[config.mk]
export PLATFORM = sky130hd
export DESIGN_NAME = seq_magnitude_comparator
export DESIGN_NICKNAME = d
export VERILOG_FILES = /design/src/rtl/seq_magnitude_comparator.sv
export SDC_FILE = /design/constraint.sdc
export NUM_CORES = 1
export LEC_CHECK = 0
export ABC_CLOCK_PERIOD_IN_PS = 4340
export CAP_MARGIN = 20
export CORE_AREA = 2 2 65 67
export DETAILED_ROUTE_END_ITERATION = 7
export DIE_AREA = 0 0 67 69
export PLACE_DENSITY = 0.74
export SLEW_MARGIN = 10
export SYNTH_ARGS = -nofsm -noshare
export SYNTH_HDL_FRONTEND = slang
export SYNTH_SLANG_ARGS = --single-unit
[constraint.sdc]
create_clock -name clk -period 4.34 [get_ports clk]
set_clock_uncertainty 0.2 [all_clocks]
set_input_delay 0.434 -clock clk [delete_from_list [all_inputs] [get_ports clk]]
set_output_delay 0.434 -clock clk [all_outputs]
set_load 0.02 [all_outputs]
[src/rtl/seq_magnitude_comparator.sv]
// Multi-cycle magnitude comparator: walks the operands CHUNK bits per cycle, MSB chunk first,
// and stops at the first unequal chunk; falls back to the cascade inputs when all chunks match.
module seq_magnitude_comparator #(
    parameter int unsigned WIDTH = 16,
    parameter int unsigned CHUNK = 4
) (
    input  logic             clk,
    input  logic             rst,
    input  logic             start,
    input  logic             signed_mode,
    input  logic [WIDTH-1:0] a,
    input  logic [WIDTH-1:0] b,
    input  logic             lt_in,
    input  logic             eq_in,
    input  logic             gt_in,
    output logic             busy,
    output logic             done,
    output logic             lt_out,
    output logic             eq_out,
    output logic             gt_out
);

    localparam int unsigned NCHUNK = WIDTH / CHUNK;
    localparam int unsigned IdxW   = (NCHUNK > 1) ? $clog2(NCHUNK) : 1;

    typedef enum logic [1:0] {StIdle, StCmp, StDone} state_e;

    state_e           state_q, state_d;
    logic [WIDTH-1:0] a_q, a_d, b_q, b_d;
    logic [IdxW-1:0]  idx_q, idx_d;
    logic [2:0]       cas_q, cas_d;   // {lt_in, eq_in, gt_in}
    logic             lt_q, lt_d, eq_q, eq_d, gt_q, gt_d;
    logic             busy_q, busy_d, done_q, done_d;
    logic [CHUNK-1:0] a_chunk, b_chunk;

    always_comb begin
        a_chunk = a_q[CHUNK*32'(idx_q) +: CHUNK];
        b_chunk = b_q[CHUNK*32'(idx_q) +: CHUNK];
    end

    always_comb begin
        state_d = state_q;
        a_d     = a_q;
        b_d     = b_q;
        idx_d   = idx_q;
        cas_d   = cas_q;
        lt_d    = lt_q;
        eq_d    = eq_q;
        gt_d    = gt_q;
        unique case (state_q)
            StIdle, StDone: begin
                if (start) begin
                    a_d = a;
                    b_d = b;
                    // Flipping both sign bits maps two's complement order onto unsigned order.
                    if (signed_mode) begin
                        a_d[WIDTH-1] = ~a[WIDTH-1];
                        b_d[WIDTH-1] = ~b[WIDTH-1];
                    end
                    cas_d   = {lt_in, eq_in, gt_in};
                    idx_d   = IdxW'(NCHUNK - 1);
                    state_d = StCmp;
                end else begin
                    state_d = StIdle;
                end
            end
            StCmp: begin
                if (a_chunk > b_chunk) begin
                    {lt_d, eq_d, gt_d} = 3'b001;
                    state_d            = StDone;
                end else if (a_chunk < b_chunk) begin
                    {lt_d, eq_d, gt_d} = 3'b100;
                    state_d            = StDone;
                end else if (idx_q != '0) begin
                    idx_d = idx_q - IdxW'(1);
                end else begin
                    // Greater wins over less; anything else resolves to equal.
                    casez (cas_q)
                        3'b??1:  {lt_d, eq_d, gt_d} = 3'b001;
                        3'b1?0:  {lt_d, eq_d, gt_d} = 3'b100;
                        default: {lt_d, eq_d, gt_d} = 3'b010;
                    endcase
                    state_d = StDone;
                end
            end
            default: state_d = StIdle;
        endcase
        busy_d = (state_d == StCmp);
        done_d = (state_d == StDone);
    end

    always_ff @(posedge clk) begin
        if (rst) begin
            state_q <= StIdle;
            a_q     <= '0;
            b_q     <= '0;
            idx_q   <= '0;
            cas_q   <= '0;
            lt_q    <= 1'b0;
            eq_q    <= 1'b0;
            gt_q    <= 1'b0;
            busy_q  <= 1'b0;
            done_q  <= 1'b0;
        end else begin
            state_q <= state_d;
            a_q     <= a_d;
            b_q     <= b_d;
            idx_q   <= idx_d;
            cas_q   <= cas_d;
            lt_q    <= lt_d;
            eq_q    <= eq_d;
            gt_q    <= gt_d;
            busy_q  <= busy_d;
            done_q  <= done_d;
        end
    end

    assign busy   = busy_q;
    assign done   = done_q;
    assign lt_out = lt_q;
    assign eq_out = eq_q;
    assign gt_out = gt_q;

endmodule

==> impl_metrics.csv, run 1 <==
group,metric,value,unit
grt,largest_net_degree_at_the_start_of_global_routing,45,
yosys,syn-instance-count,210,
yosys,netlist-cell-type-count,26,
yosys,synth-edff-count,0,
clock_network,worst_skew_pair.late_latency,0.29,ns
setup_path,crit_path_start_kind,"flip-flop",
die,fp-row-count,23,
final_layout,stdcell_count,297,
final_layout,seq_area,861,sq um
yosys,synthesis.area,1830,sq um
grt,global_route_wire_length_before_repair,6.52,mm
final_layout,multi_input_comb_area,878,sq um
place,routabilityCongestion,0.732,
setup_path,timing.critical_path.fanout_max,10,
yosys,synth-async-reset-ratio,0,%
pwr,report.power.total,913,uW
yosys,yosysSeqAreaShare,47.0,%
clock_network,postCtsHoldBufs,0,
sta,fin_setup_tns,0,ns
route,met2_length,1.76,mm
die,design.portCount,44,
pwr,vdd.ir_drop.worst,206,uV
clock_network,cts.htree.levels,2,
die,dieWidth,67,microns
pwr,powerDensity,383,nW/um^2
min_path,min-delay-start,"a_q[2]",
final_layout,areaGrowthSynthToFinish,29.9,%
clock_network,cts.root.buffer_cell,"clkbuf_8",
grt,antenna_found_initial,0,
yosys,netlist.top_cell.by_area,"dfxtp_1",
clock_network,post_cts.repair.setup_buffers,0,
route,highest-signal-layer,"met4",
die,floorplan.die.height,69,microns
setup_path,reg2reg_setup_slack,1.40,ns
clock_network,clock_tree_from_tritoncts,"done",
place,numPortBuffers,42,
grt,overflow,0,
setup_path,worst-setup-path-type,"reg2reg",
clock_network,numClockSinks,43,
route,drt-pass1-iter-count,4,
route,avgRoutedWirePerCell,12.5,microns
route,vias_per_cell,5.03,
yosys,ys_top_cells_by_count,"nand2_1, dfxtp_1, a21oi_1",
sta,max_freq,341,MHz
route,met3_wirelength,151,microns
setup_path,worstSetupStartpoint,"idx_q[0]",
route,detail_route.iter0.violations,79,
die,floorplan.die_area,4620,sq um
setup_path,critical_path.endpoint_type,"flip-flop",
pwr,static-leakage-power,0.000894,uW
clock_network,cts.repair.resized,0,
die,start_util,46.8,%
status,status,"complete, no violations",
route,post-route-drc-count,0,
final_layout,antenna-diode-count,0,
place,place_inst,290,
yosys,yosys.area.top_type_share,47.0,%
clock_network,clk_pin_slew_worst_setup_hold_paths,0.07,ns
min_path,hold_depth,2,
sta,rsz_0062_raised_after_global_routing,"no",
sta,timing.final.crit_period,2.94,ns
final_layout,design_area,2380,sq um
final_layout,drive_above_1_share,8.91,%
clock_network,cts_inserted_buffers,5,
setup_path,rr_endpoint,"lt_out",
min_path,timing.hold.worst.class,"reg2reg",
yosys,synth_nets,254,
place,dp_hpwl,2.48,mm
sta,final_hold_viol_count,0,
yosys,mean_post_synth_cell_area,8.73,sq um
sta,report.final.setup_viol,0,
grt,grt_util_all_layers,18.4,%
sta,worstMarginPinSlew,0.629,ns
route,met1_length,1.73,mm
sta,layout_worst_path_cycle_share,67.7,%
route,drt.antenna.violating_nets,0,
yosys,synth.ff_latch_count,43,
place,dpl-instance-area,2280,sq um
die,fp.coreArea,3910,sq um
min_path,whs_endpoint,"a_q[2]",
yosys,top_post_synthesis_cells_by_area,"dfxtp_1, nand2_1, a21oi_1",
setup_path,reg2reg_depth,6,
setup_path,r2r-start,"idx_q[0]",
sta,maxSlewHeadroom,58.0,%
yosys,ys.flop_type,"dfxtp_1",
route,detailroute.via_count,1495,
yosys,yosysWarnings,0,
route,routed_wirelength,3.70,mm
yosys,synth_most_common_cell,"nand2_1",
setup_path,cp.arrival,2.93,ns
clock_network,clk_path_buf_depth,2,
grt,first_global_vias,1459,
flow_run,cap_violations,0,
setup_path,critical_path_required,4.34,ns
sta,drv_slew,0,
final_layout,fin_nets,291,
final_layout,num-fill-cells,366,
[sequential cells by signal (all words and copies together) (netlist names)]
name and count:
state_q 2, b_q 16, idx_q 2, done 1, gt_out 1, a_q 16, busy 1, eq_out 1
cas_q 2, lt_out 1
[how the worst max path moves through the flow]
| stage | cells past startpoint | end | slack (ns) |
|---|---|---|---|
| after floorplan | 7 | eq_out | 1.84 |
| after global placement | 6 | eq_out | 1.48 |
| after detailed placement | 6 | gt_out | 1.43 |
| after CTS | 6 | lt_out | 1.38 |
| after global routing | 6 | lt_out | 1.18 |
| final | 6 | lt_out | 1.40 |
[power breakdown]
group	total [uW]	switching (uW)	internal [uW]
sequential	443	20.5	422
clock	292	124	169
combinational	178	85.0	93.2
total	913	229	684
[logic make-up after synthesis]
family          Yosys count  share of synthesized area, %
mux                       8                          9.83
compound gates           48                          15.4
fa+ha+maj                 5                          3.41
xor+xnor                  2                         0.956
simple gates             80                          18.2
flops                    43                          47.0
buf+inv                  24                          5.26
[layout by cell type, fill, tap and decap left out, types with 3 or more instances in the layout]
master           instances
mux4_2                   8
buf_4                    3
clkdlybuf4s50_1         42
inv_1                    9
dfxtp_1                 43
clkbuf_8                 5
a211oi_1                 3
nor2_1                   6
nand2_1                 67
a21oi_1                 36
ha_1                     5
[worst max-delay path: stages (launching register included)]
cell and delay [ns]:
dfxtp_1 0.73, mux4_2 0.60, ha_1 0.36, a21oi_1 0.27, a311oi_2 0.21, nand2b_4 0.21
a221oi_1 0.28
[layout make-up]
type | instances | area share, %
multi-input combinational | 143 | 36.9
sequential | 43 | 36.2
timing repair buffer | 45 | 18.6
clock buffer | 6 | 3.05
tap | 50 | 2.63
inverter | 9 | 1.42
clock inverter | 1 | 1.26
[metal layers]
metal  GRT usage, %  vias to the layer above
met5              0                        -
met4           6.12                        0
met3           4.89                        6
met2           28.8                       32
met1           24.3                      676
li1               -                      781
[through the flow]
stage / hold slack, ns / utilization, % / worst slack, ns
after floorplan: 0.233 / - / 1.84
after global placement: 0.240 / 58.2 / 1.48
after detailed placement: 0.247 / 58.2 / 1.43
after CTS: 0.257 / 60.8 / 1.38
after global routing: 0.278 / 60.8 / 1.18
final: 0.254 / 60.8 / 1.40
Note: power is estimated with default switching activity, not from simulation.
==> run 2, diff against run 1 <==
Settings changed: ABC_CLOCK_PERIOD_IN_PS 4340 to 2800.
Clock period 4.34 ns to 2.8 ns, I/O delays scaled along.
==> impl_metrics.csv, run 2 (same netlist as run 1, synthesis figures left out) <==
group,metric,value,unit
grt,grt_util_all_layers,17.6,%
route,routed_wirelength,3.75,mm
sta,maxSlewHeadroom,61.9,%
min_path,timing.hold.worst.class,"reg2reg",
sta,rsz_0062_raised_after_global_routing,"no",
setup_path,worst-setup-path-type,"reg2reg",
clock_network,clk_path_buf_depth,2,
grt,first_global_vias,1413,
route,detailroute.via_count,1516,
clock_network,cts_inserted_buffers,5,
sta,drv_slew,0,
place,numPortBuffers,42,
die,floorplan.die_area,4620,sq um
final_layout,antenna-diode-count,0,
pwr,intPower,1030,uW
grt,overflow,0,
sta,worstMarginPinSlew,0.570,ns
final_layout,layout.core_utilization,61.9,%
route,avgRoutedWirePerCell,12.4,microns
die,floorplan.die.height,69,microns
status,status,"complete, no violations",
clock_network,post_cts.repair.setup_buffers,0,
setup_path,critical_path_required,2.79,ns
sta,timing.final.crit_period,2.62,ns
clock_network,cts.root.buffer_cell,"clkbuf_8",
pwr,combinationalPowerShare,21.1,%
place,dpl-instance-area,2320,sq um
final_layout,areaGrowthSynthToFinish,32.1,%
setup_path,cp.arrival,2.61,ns
route,drt-pass1-iter-count,4,
pwr,swShare,25.8,%
setup_path,timing.critical_path.fanout_max,10,
clock_network,numClockSinks,43,
final_layout,fin_nets,295,
clock_network,postCtsHoldBufs,0,
final_layout,drive_above_1_share,10.7,%
place,dp_hpwl,2.72,mm
flow_run,cap_violations,0,
pwr,vdd.ir_drop.worst,292,uV
die,dieWidth,67,microns
sta,final_hold_viol_count,0,
pwr,netSwitchingPower,360,uW
pwr,seq_power_share,48.6,%
grt,largest_net_degree_at_the_start_of_global_routing,27,
die,fp-row-count,23,
sta,max_freq,382,MHz
final_layout,layout_top_registers,"a_q x16, b_q x16",
route,post-route-drc-count,0,
final_layout,final_cell_mix,"nand2_1, dfxtp_1, clkdlybuf4s50_1",
setup_path,critical_path.endpoint_type,"flip-flop",
sta,layout_worst_path_cycle_share,93.6,%
final_layout,most_common_cell_after_layout_fill_and_taps_aside,"nand2_1",
grt,global_route_wire_length_before_repair,6.20,mm
die,design.portCount,44,
route,vias_per_cell,5.02,
die,start_util,46.8,%
clock_network,clock_tree_from_tritoncts,"done",
sta,report.final.setup_viol,0,
sta,fin_setup_tns,0,ns
die,fp.coreArea,3910,sq um
grt,antenna_found_initial,0,
setup_path,crit_path_start_kind,"flip-flop",
route,drt.antenna.violating_nets,0,
clock_network,cts.htree.levels,2,
pwr,powerDensity,576,nW/um^2
clock_network,worst_skew_pair.late_latency,0.29,ns
clock_network,cts.repair.resized,0,
clock_network,clk_pin_slew_worst_setup_hold_paths,0.08,ns
route,detail_route.iter0.violations,98,
pwr,clock_power_share,30.3,%
final_layout,design_area,2420,sq um
pwr,static-leakage-power,0.000918,uW
place,routabilityCongestion,0.740,
## run 2: cell types whose count changed in the layout (fill, tap and decap cells not counted)
cell,previous run,this run
buf_4,3,6
clkbuf_8,5,7
buf_12,0,1
bufinv_16,1,0
## run 2: layout make-up
| cell class | instances | area, sq um |
|---|---|---|
| well taps | 50 | 62.6 |
| inverters | 9 | 33.8 |
| flip-flops and latches | 43 | 861 |
| clock buffers | 8 | 100 |
| multi-input cells | 143 | 878 |
| repair buffers | 49 | 485 |
| fillers | 387 | 1490 |
## run 2: per-stage QoR
step / cells / total power (uW) / setup WS [ns] / hold slack, ns
finish: 302 / 1390 / 0.179 / 0.255
global route: 302 / 1460 / 0.0291 / 0.271
CTS: 302 / 1410 / 0.186 / 0.256
detailed placement: 294 / 986 / 0.226 / 0.246
floorplan: 210 / 870 / 0.298 / 0.216
global placement: 294 / 979 / 0.254 / 0.238
## run 2: final timing paths
check                              start      to  slack, ns  depth (start not counted)
worst min register to register    b_q[0]  b_q[0]       0.26                          2
worst min-delay path              b_q[0]  b_q[0]       0.26                          2
worst max register to register  idx_q[0]  lt_out       0.18                          7
worst max-delay path            idx_q[0]  lt_out       0.18                          7
## run 2: worst max-delay path, stage by stage (launching register included)
cell and delay (ns):
dfxtp_1 0.36, buf_12 0.15, mux4_2 0.52, ha_1 0.36
a21oi_1 0.25, a311oi_2 0.19, nand2b_4 0.20, a221oi_1 0.29
## run 2: routing by layer
layer / global-route usage [%] / routed length [microns]
met3: 4.89 / 180
met5: 0 / 0
met1: 23.3 / 1700
met4: 7.71 / 67
met2: 26.6 / 1800
## run 2: power groups by stage
stage,logic (uW),clock network (uW),registers (uW)
after floorplan,180,0,690
after global placement,289,0,689
after detailed placement,295,0,691
after CTS,297,434,677
after global routing,326,453,682
final,294,422,677
==> run 3, diff against run 2 <==
Settings changed: HOLD_SLACK_MARGIN from default to 0.06, SLEW_MARGIN 10 to 20.
==> results of run 3 <==
The final DEF is identical to that of run 2; final timing and power are the same.
